$ cat config.mk
export PLATFORM = sky130hd
export DESIGN_NAME = instr_fetch_unit
export DESIGN_NICKNAME = d
export VERILOG_FILES = /design/src/rtl/proc_pkg.sv /design/src/rtl/fetch_len_dec.sv /design/src/rtl/instr_fetch_unit.sv
export SDC_FILE = /design/constraint.sdc
export NUM_CORES = 1
export LEC_CHECK = 0
export ABC_CLOCK_PERIOD_IN_PS = 4100
export CAP_MARGIN = 5
export CORE_UTILIZATION = 44
export DETAILED_ROUTE_END_ITERATION = 12
export PLACE_DENSITY = 0.84
export SETUP_SLACK_MARGIN = 0.5
export SLEW_MARGIN = 20
export SYNTH_ARGS = -nofsm -noshare
export SYNTH_HDL_FRONTEND = slang
export SYNTH_SLANG_ARGS = --single-unit
$ cat constraint.sdc
create_clock -name clk -period 4.1 [get_ports clk]
set_input_delay 0.615 -clock clk [delete_from_list [all_inputs] [get_ports clk]]
set_output_delay 0.615 -clock clk [all_outputs]
set_load 0.02 [all_outputs]
$ cat src/rtl/proc_pkg.sv
// proc_pkg -- shared definitions for the instruction fetch path.
//
// Holds the fetch FSM state type, the default address width and timeout,
// the bit positions of the op/funct fields inside the assembled 32-bit
// instruction, and the location of the length code inside byte 0.
// No ports (package).

package proc_pkg;

    typedef enum logic [1:0] {
        IDLE = 2'd0,
        REQ  = 2'd1,
        DONE = 2'd2,
        ERR  = 2'd3
    } fetch_state_t;

    localparam int ADDR_W_DEF   = 16;
    localparam int TIMEOUT_DEF  = 15;

    // Instruction field positions within ir[31:0].
    localparam int OP_MSB       = 31;
    localparam int OP_W         = 6;
    localparam int FUNCT_MSB    = 18;
    localparam int FUNCT_W      = 3;

    // Length field: byte0[1:0] holds (length - 1), length is 1..4 bytes.
    localparam int LEN_CODE_MSB = 1;
    localparam int LEN_CODE_LSB = 0;
    localparam int LEN_CODE_W   = LEN_CODE_MSB - LEN_CODE_LSB + 1;
    localparam int LEN_W        = 3;

    // Bit offset of byte k inside ir: byte 0 lands in [31:24], byte 3 in [7:0].
    // 24 - 8k is simply the inverted byte index shifted left by 3.
    function automatic logic [4:0] byte_lsb(input logic [1:0] k);
        return {~k, 3'b000};
    endfunction

endpackage

$ cat src/rtl/fetch_len_dec.sv
// fetch_len_dec -- combinational decode of the instruction length.
//
// Ports:
//   code  in   LEN_CODE_W  length field taken from byte 0 of the instruction
//   len   out  LEN_W       instruction length in bytes, 1..4

module fetch_len_dec
    import proc_pkg::*;
(
    input  logic [LEN_CODE_W-1:0] code,
    output logic [LEN_W-1:0]      len
);

    assign len = {1'b0, code} + 3'd1;

endmodule

$ cat src/rtl/instr_fetch_unit.sv
// instr_fetch_unit -- fetches one variable-length (1..4 byte) instruction
// byte by byte from a byte-wide memory port and assembles it big-endian.
//
// Ports:
//   clk        in   1       system clock, rising edge
//   reset      in   1       asynchronous active-high reset
//   start      in   1       fetch one instruction at pc (ignored while busy)
//   flush      in   1       abort, return to IDLE (beats start)
//   pc         in   ADDR_W  instruction byte address, latched on start
//   mem_rd     out  1       byte read request
//   mem_addr   out  ADDR_W  byte read address
//   mem_rdata  in   8       read data
//   mem_ready  in   1       read completes this cycle
//   ir         out  32      assembled instruction, byte0 in [31:24]
//   op         out  6       ir[31:26]
//   funct      out  3       ir[18:16]
//   len        out  3       instruction length in bytes
//   valid      out  1       ir/op/funct/len complete
//   busy       out  1       fetch in progress (REQ)
//   err        out  1       fetch timed out
//   state      out  2       current FSM state, for observation
//
// Memory handshake: a byte transfers in every cycle where mem_rd=1 and
// mem_ready=1; mem_rd stays high and mem_addr stays put until that happens.

module instr_fetch_unit
    import proc_pkg::*;
#(
    parameter int ADDR_W  = ADDR_W_DEF,
    parameter int TIMEOUT = TIMEOUT_DEF
) (
    input  logic              clk,
    input  logic              reset,
    input  logic              start,
    input  logic              flush,
    input  logic [ADDR_W-1:0] pc,
    output logic              mem_rd,
    output logic [ADDR_W-1:0] mem_addr,
    input  logic [7:0]        mem_rdata,
    input  logic              mem_ready,
    output logic [31:0]       ir,
    output logic [OP_W-1:0]   op,
    output logic [FUNCT_W-1:0] funct,
    output logic [LEN_W-1:0]  len,
    output logic              valid,
    output logic              busy,
    output logic              err,
    output fetch_state_t      state
);

    localparam int WAIT_W = $clog2(TIMEOUT + 1);

    logic [1:0]        count;
    logic [WAIT_W-1:0] wait_cnt;
    logic [LEN_W-1:0]  dec_len;
    logic [LEN_W-1:0]  eff_len;
    logic              last_byte;

    fetch_len_dec u_len_dec (
        .code (mem_rdata[LEN_CODE_MSB:LEN_CODE_LSB]),
        .len  (dec_len)
    );

    // On byte 0 the stored len is not yet known, so use the live decode.
    assign eff_len   = (count == 2'd0) ? dec_len : len;
    assign last_byte = (({1'b0, count} + 3'd1) == eff_len);

    // All of these derive only from registered state.
    assign op    = ir[OP_MSB -: OP_W];
    assign funct = ir[FUNCT_MSB -: FUNCT_W];
    assign busy  = (state == REQ);

    always_ff @(posedge clk or posedge reset) begin
        if (reset) begin
            state    <= IDLE;
            count    <= 2'd0;
            wait_cnt <= '0;
            ir       <= 32'd0;
            len      <= 3'd1;
            mem_addr <= '0;
            mem_rd   <= 1'b0;
            valid    <= 1'b0;
            err      <= 1'b0;
        end else if (flush) begin
            // ir and len keep whatever they held; start is dropped.
            state    <= IDLE;
            count    <= 2'd0;
            wait_cnt <= '0;
            mem_rd   <= 1'b0;
            valid    <= 1'b0;
            err      <= 1'b0;
        end else begin
            case (state)
                IDLE, DONE, ERR: begin
                    if (start) begin
                        state    <= REQ;
                        count    <= 2'd0;
                        wait_cnt <= '0;
                        ir       <= 32'd0;
                        len      <= 3'd1;
                        mem_addr <= pc;
                        mem_rd   <= 1'b1;
                        valid    <= 1'b0;
                        err      <= 1'b0;
                    end
                end
                REQ: begin
                    if (mem_ready) begin
                        wait_cnt <= '0;
                        ir[byte_lsb(count) +: 8] <= mem_rdata;
                        if (count == 2'd0) begin
                            len <= dec_len;
                        end
                        if (last_byte) begin
                            state  <= DONE;
                            mem_rd <= 1'b0;
                            valid  <= 1'b1;
                        end else begin
                            count    <= count + 2'd1;
                            mem_addr <= mem_addr + ADDR_W'(1);
                        end
                    end else if (wait_cnt == WAIT_W'(TIMEOUT - 1)) begin
                        state  <= ERR;
                        mem_rd <= 1'b0;
                        valid  <= 1'b0;
                        err    <= 1'b1;
                    end else begin
                        wait_cnt <= wait_cnt + WAIT_W'(1);
                    end
                end
                default: begin
                    state  <= IDLE;
                    mem_rd <= 1'b0;
                end
            endcase
        end
    end

endmodule
==> results.md, run 1 <==
- The run finished with clean final reports.
- The count of unique library cells instantiated by Yosys is 50.
- For this run, the slowest stage of the critical path takes ~0.73 ns.
- At the pin with the least slew margin, the transition time is between 0.8 and 0.9 ns.
- The most used flip-flop cell after synthesis is dfrtp_1.
- The overall via count from detail_route is ~3,000.
- The CTS tree is built.
- The proportion of register bits with asynchronous set or reset after synthesis is 1.00.
- The final layout contains routed wiring with a total length of ~8400 um.
- The number of stages on the worst setup path is 7.
- The portion of the post-synthesis area used by sequential elements is 0.469.
- The combined area of the multi-input logic cells is roughly 1500 sq um.
- In this run the power density over the cells is around 420 nW/um^2.
- The maximum fanout encountered on the critical timing path is 18.
- The kind of capture point of the worst setup path is a register.
- The startpoint of the lowest-slack register-to-register path is count[0].
- The count of nets left with antenna violations once routing finished came out at 0.
- The max-cap violation count is 0.
- The number of enable flip-flop cells after synthesis is 0.
- The number of antenna violations at the first check in global routing is 0.
- At the later pin of the worst-skew pair, clock insertion delay measures 0.34 ns.
- Dividing the detail-routed via count by the number of cells gives 5.82.
- Walking the worst path, the cells encountered are inv_1 > ha_1 > mux2i_1 > xor2_1 > and4_1 > a21oi_4 > mux2_1.
- The sum of buffers and inverters on the critical path is 1.
- The largest net degree at the start of global routing is 53.
- The post-route clock period utilization is 0.725.
- The required time reported for the critical path endpoint is about 4.3 ns.
- The master of the slowest instance on the critical path is and4_1.
- The synthesized netlist cell count is approximately 340.
- The path category of the worst min-delay check is reg2reg.
- Clock skew on the completed layout was measured at between 0.005 and 0.006 ns.
- The area of the die is 7870 sq um.
- The via count of the first global-routing pass is approximately 2,800.
- The area added between synthesis and finish is 34.1%.
- CTS built an H-tree with a depth of 3.
- Counting along the longest clock path gives a buffer depth of 2.
- For this block, the initial DRC count from the detailed router was just under 200.
- After detailed routing, the number of remaining DRC violations is 0.
- The number of flip-flops and latches in the synthesized netlist is slightly above 60.
- The site row count is 31.
- The filler cells instantiated in the layout total 617.
- For this design the static power due to leakage is 1.85 nW.
- The startpoint class of the critical path is a register.
- The fraction of layout cells with a size suffix above 1 is 0.0665.
- The number of warning messages in the yosys log is 0.
- The height of the chip is 88.7 um.
- The worst slew margin relative to its limit is 0.417.
- The clock drives 62 sinks.
- Setup repair after global routing left no endpoint under its margin.
- The setup path with the least slack is of type reg2reg.
- The number of max-slew violations in the final report came to 0.
- After detailed routing, the average wire length per cell comes to ~16 um.
- The setup slack on the worst flop-to-flop path is roughly 1.1 ns.
- The area used by sequential logic in the layout is roughly 1600 sq um.
- During I/O placement, the number of pins put on the boundary was between 90 and 100.
- The cell depth of the worst hold path is 2.
- The clock root buffer master is clkbuf_8.
- The pre-antenna-repair detailed-routing pass consisted of 5 iterations.
- Detailed placement finished with a half-perimeter wire length of just under 6000 um.
- The synthesized area per cell is roughly 9.8 sq um.
- The final-report setup violation count is 0.
- Measured along the x axis, the die boundary spans about 89 um.
- The worst-case IR drop observed on VDD is ~0.24 mV.
- After clock tree synthesis, the flow added hold-fix buffers numbering 0.
- The setup TNS is 0 ns.
- The final critical delay including setup and external delays is about 3.0 ns.
- The final core utilization is 0.612.
- The worst setup path startpoint is count[0].
- The number of buffers added by the clock tree synthesis step is 9.
- The final layout net count is 454.
- The placer's final routability congestion estimate is roughly 0.85.
- The final hold violation count is 0.
- In the global route stage, overall resource usage came out at 0.228.
- After synthesis the cells add up to ~3300 sq um.
- The number of resized instances in the post-cts repair step is 0.
- The first global-routing pass estimated 13,700 um of wire.
- The peak clock frequency supported by timing is 337 MHz.
- The number of setup buffers added after CTS is 0.
- The post-CTS clock slew at the launch and capture registers of the worst setup and hold paths is approximately 0.070 ns.
- The critical path arrival is between 3 and 4 ns.
- 0 antenna diodes ended up in the layout.
- The count of buffers inserted at the top-level ports is 94.
- The number of cells on the worst reg-to-reg path is 7.
- The synthesized net count is 375.
- The effective utilization at floorplan is 0.456.
- The kind of cell with the highest combined delay along the critical path is simple AND/OR/NAND/NOR gates.
- The core outline area is around 7300 sq um.
- The total congestion overflow is 0.
- The launch point of the worst hold path is len[0].
-- stage by stage --
step | setup slack (ns) | power (mW) | area (sq um) | hold slack (ns) | cells
finish | 1.13 | 1.84 | 4440 | 0.487 | 520
detailed placement | 0.801 | 1.32 | 4240 | 0.481 | 504
global placement | 0.864 | 1.31 | 4240 | 0.479 | 504
floorplan | 1.68 | 1.09 | 3310 | 0.506 | 337
global route | 0.968 | 1.94 | 4440 | 0.511 | 520
CTS | 1.17 | 1.85 | 4440 | 0.491 | 520
-- state kept, by name, indices dropped and copies added (netlist names) --
name / flops
valid: 1
len: 3
mem_addr: 16
count: 2
ir: 32
state: 2
mem_rd: 1
err: 1
wait_cnt: 4
-- metal layers --
layer,track usage,vias up,wire [um]
met1,0.305,1452,3700
li1,-,1402,-
met3,0.0354,20,596
met4,0.107,0,174
met5,0,-,0
met2,0.364,153,3960
-- worst register-to-register path: stages, from the launching register on --
cell,delay (ns)
dfrtp_1,0.59
inv_1,0.18
ha_1,0.32
mux2i_1,0.23
xor2_1,0.26
and4_1,0.73
a21oi_4,0.20
mux2_1,0.35
-- logic make-up (layout without fill, tap and decap cells) --
kind of cell	count (synthesis)	in the layout	share of synthesized area
muxes	3	3	0.00946
AOI/OAI and AO/OA	114	114	0.256
DFF	62	62	0.469
xor gates and xnor gates	2	2	0.00530
and+or+nand+nor	97	97	0.153
adders and majority gates	9	9	0.0340
buffers and inverters	50	134	0.0730
-- power by group --
part / internal, mW / leakage [nW] / switching, mW
clock network: 0.281 / 0.0914 / 0.247
logic: 0.246 / 0.944 / 0.296
registers: 0.680 / 0.816 / 0.0952
-- final cells by class --
cell class                 count  area share
clock buffer                   9      0.0279
multi-input combinational    225       0.341
sequential                    62       0.350
tap                           99      0.0279
timing repair buffer          98       0.219
clock inverter                 7      0.0169
inverter                      20      0.0172
-- synthesized netlist by cell type (4+ instances only) --
| library cell | number | area [sq um] |
|---|---|---|
| clkbuf_1 | 13 | 48.8 |
| nor2_1 | 21 | 78.8 |
| inv_1 | 20 | 75.1 |
| a22o_1 | 26 | 228 |
| a211oi_1 | 12 | 90.1 |
| nor3_1 | 4 | 20.0 |
| nand4_1 | 7 | 43.8 |
| a2bb2oi_1 | 7 | 61.3 |
| nand2_1 | 24 | 90.1 |
| nand3_1 | 20 | 100 |
| buf_4 | 11 | 82.6 |
| ha_1 | 9 | 113 |
| buf_2 | 4 | 20.0 |
| a21oi_1 | 13 | 65.1 |
| o21ai_0 | 13 | 65.1 |
| a31oi_1 | 5 | 31.3 |
| a21o_1 | 6 | 45.0 |
| o22ai_1 | 6 | 37.5 |
| and4_1 | 4 | 35.0 |
| dfrtp_1 | 61 | 1530 |
| and3_1 | 4 | 25.0 |
| o211ai_1 | 7 | 52.6 |
-- final timing paths --
path                                 to
setup / recovery            mem_addr[1]
hold / removal                   len[0]
setup reg to reg            mem_addr[1]
hold reg to reg                  len[0]
max in group asynchronous        ir[20]
min in group asynchronous  mem_addr[15]
-- cells in the final DEF, fill, tap and decap left out, types with 2 or more instances in the layout --
cell type        instances
a211oi_1                12
a21o_1                   6
a21oi_1                 13
a22o_1                  26
a22oi_1                  2
a2bb2oi_1                7
a31oi_1                  5
a32oi_1                  3
a41oi_1                  2
and2_1                   2
and3_1                   4
and4_1                   4
buf_4                    4
clkbuf_8                 9
clkdlybuf4s50_1         94
clkinv_2                 2
clkinv_4                 2
clkinvlp_4               3
dfrtp_1                 61
ha_1                     9
inv_1                   19
mux2i_1                  2
nand2_1                 24
nand2b_1                 2
nand3_1                 20
nand4_1                  7
nor2_1                  21
nor3_1                   4
nor3b_1                  2
o211ai_1                 7
o21ai_0                 13
o22a_1                   3
o22ai_1                  6
o2bb2ai_1                2
xor2_1                   2
(Power assumes the default switching activity.)
==> run 2: changes to the inputs <==
--- a/config.mk
+++ b/config.mk
@@ -5,11 +5,11 @@
 export SDC_FILE = /design/constraint.sdc
 export NUM_CORES = 1
 export LEC_CHECK = 0
-export ABC_CLOCK_PERIOD_IN_PS = 4100
+export ABC_CLOCK_PERIOD_IN_PS = 2600
 export CAP_MARGIN = 5
-export CORE_UTILIZATION = 44
+export CORE_UTILIZATION = 43
 export DETAILED_ROUTE_END_ITERATION = 12
-export PLACE_DENSITY = 0.84
+export PLACE_DENSITY = 0.85
 export SETUP_SLACK_MARGIN = 0.5
 export SLEW_MARGIN = 20
 export SYNTH_ARGS = -nofsm -noshare
==> constraint.sdc (replaced) <==
create_clock -name clk -period 2.6 [get_ports clk]
set_input_delay 0.39 -clock clk [delete_from_list [all_inputs] [get_ports clk]]
set_output_delay 0.39 -clock clk [all_outputs]
set_load 0.02 [all_outputs]
==> results.md, run 2 (synthesized netlist as in run 1, its figures left out) <==
- The net count of the finished layout is 480.
- The power per standard cell area is between 600 and 700 nW/um^2.
- The number of antenna violations at the first check in global routing is 0.
- After detailed routing, the number of remaining DRC violations is 0.
- The largest net degree at the start of global routing is 27.
- The final-report setup violation count is 0.
- Setup repair after global routing could not meet its margin everywhere.
- The initial detailed-routing violation count is between 150 and 200.
- Leaving out fill and tap cells, the most frequent cells in the layout are clkdlybuf4s50_1, dfrtp_1, buf_4.
- The critical path arrival is ~2.3 ns.
- The run finished with clean final reports.
- Once layout is complete, the utilization of the core stands at 0.641.
- After detailed placement, the design holds a cell count of 522.
- The height of the chip is between 80 and 90 um.
- The global routing usage summed across all routing layers is 0.235.
- Counting flops per register, the top entry is ir.
- In this run the standard cell core region covers roughly 7300 sq um.
- The final hold violation count is 0.
- The leakage component of the power is roughly 2.0 nW.
- The max-cap violation count is 0.
- The setup TNS is 0 ns.
- In this run the horizontal extent of the chip is roughly 90 um.
- The area of the die is 8050 sq um.
- Counting I/O delays and the setup requirement, the final critical path takes just over 2 ns.
- The per-cell routed wire length is roughly 17 um.
- The startpoint class of the critical path is a register.
- The first TritonRoute pass finished after 5 iterations.
- The initial utilization of the core area, before any placement, comes to 0.451.
- Counting every sink on the clock net gives between 60 and 70.
- The floorplan has 31 rows.
- The placer's final routability congestion estimate is approximately 0.84.
- In this run the remaining antenna-violating nets after routing total 0.
- The register with the most flip-flops in the layout has 32 of them.
- Summed over all layers, the routed wires come to about 9200 um.
- The worst-skew pair later-pin latency is approximately 0.35 ns.
- The via count of the first global-routing pass came to approximately 3,000.
- The fraction of layout cells with a size suffix above 1 is 0.148.
- STA classifies the critical path endpoint as a register.
- The number of max-slew violations in the final report is 0.
- For the worst setup path, the data required time is about 2.8 ns.
- The clock arrives with approximately 0.0087 ns of skew.
- Input and output buffers added on the ports amount to 94.
- Hold timing on the final database bottoms out at a slack of 0.404 ns.
- The worst-case IR drop observed on VDD is ~0.36 mV.
- The number of buffers added by the clock tree synthesis step is 9.
- The worst slew margin relative to its limit is 0.636.
- The total congestion overflow is 0.
- The overall via count from detail_route is between 3,000 and 4,000.
- Relative to the synthesized area, the layout overhead comes to 41.9%.
- The slew at the pin with the worst max-slew slack is ~0.55 ns.
- In the final layout, the registers with the most flip-flops are ir: 32 flops, mem_addr: 16 flops, wait_cnt: 4 flops.
- The final instance count without filler cells is ~550.
- The critical path is of the reg2reg type.
- Leaving out fill and tap cells, the most frequent cell in the layout is clkdlybuf4s50_1.
- The post-CTS clock slew at the launch and capture registers of the worst setup and hold paths is ~0.080 ns.
- The via density per instance is 5.76.
- The clock root buffer master is clkbuf_8.
- The maximum number of buffers from clock root to sink is 2.
- In this run the number of H-tree levels came out at 3.
- Based on the critical path, the design can be clocked at up to between 400 and 500 MHz.
- The number of primary I/O pins is 95.
- Summed over all nets, the half-perimeter wirelength after detailed placement is 6470 um.
- The maximum fanout encountered on the critical timing path is 8.
- The first global-routing pass estimated roughly 15,000 um of wire.
- The number of antenna diodes in the final layout is 0.
- The CTS tree is built.
- The post-route clock period utilization is 0.789.
- The min-delay analysis places its worst path in the category in2async.
-- run 2: cell count changes in the layout (fill, tap and decap cells not counted), moves of 3 or more --
cell | previous run | this run
buf_4 | 4 | 28
clkdlybuf4s50_1 | 94 | 91
ha_1 | 9 | 6
inv_1 | 19 | 16
inv_2 | 0 | 3
-- run 2: final cells by class --
cell class	count	area [sq um]
clock buffer	10	138
clock inverter	6	47.5
fill	582	2640
inverter	20	77.6
multi-input combinational	225	1580
sequential	62	1550
tap	99	124
timing repair buffer	124	1180
-- run 2: stage by stage --
stage	worst slack (ns)	total power, mW	area (sq um)
after detailed placement	0.0406	2.13	4390
final	0.549	2.95	4700
after floorplan	0.512	1.72	3330
after global routing	0.448	3.08	4700
after global placement	0.0929	2.11	4390
after CTS	0.507	2.93	4610
-- run 2: power by group --
part / switching [mW] / internal, mW
logic: 0.501 / 0.445
registers: 0.146 / 1.07
clock network: 0.407 / 0.376
total: 1.05 / 1.89
-- run 2: worst max-delay path: stages, from the launching register on --
cell and delay [ns]:
dfrtp_1 0.42, inv_2 0.11, ha_4 0.17, mux2i_1 0.21, xor2_1 0.25, and4_4 0.35
buf_6 0.15, a211oi_1 0.07, o22a_1 0.19
-- run 2: final timing paths --
check	slack, ns	end	from	cells past startpoint
min	0.40	ir[23]	reset	2
min in group clk	0.45	len[0]	mem_rdata[0]	3
max	0.55	mem_addr[2]	count[1]	8
max in group asynchronous	1.48	len[0]	reset	3
max reg2reg	0.55	mem_addr[2]	count[1]	8
min reg2reg	0.51	ir[20]	ir[20]	1
-- run 2: per-layer routing --
metal  global-route usage  vias up  wire length (um)
met2                0.383      147              4510
met5                    0        -                 0
met3               0.0431       14               571
met1                0.314     1531              4010
li1                     -     1452                 -
met4               0.0861        0               150
-- run 2: what timing repair did --
action	4_1_cts	5_1_grt
setup endpoints to repair	32	32
pin swaps	2	10
hold buffers	0	0
resized for setup	5	13
buffers inserted	4	4
gates cloned	0	0
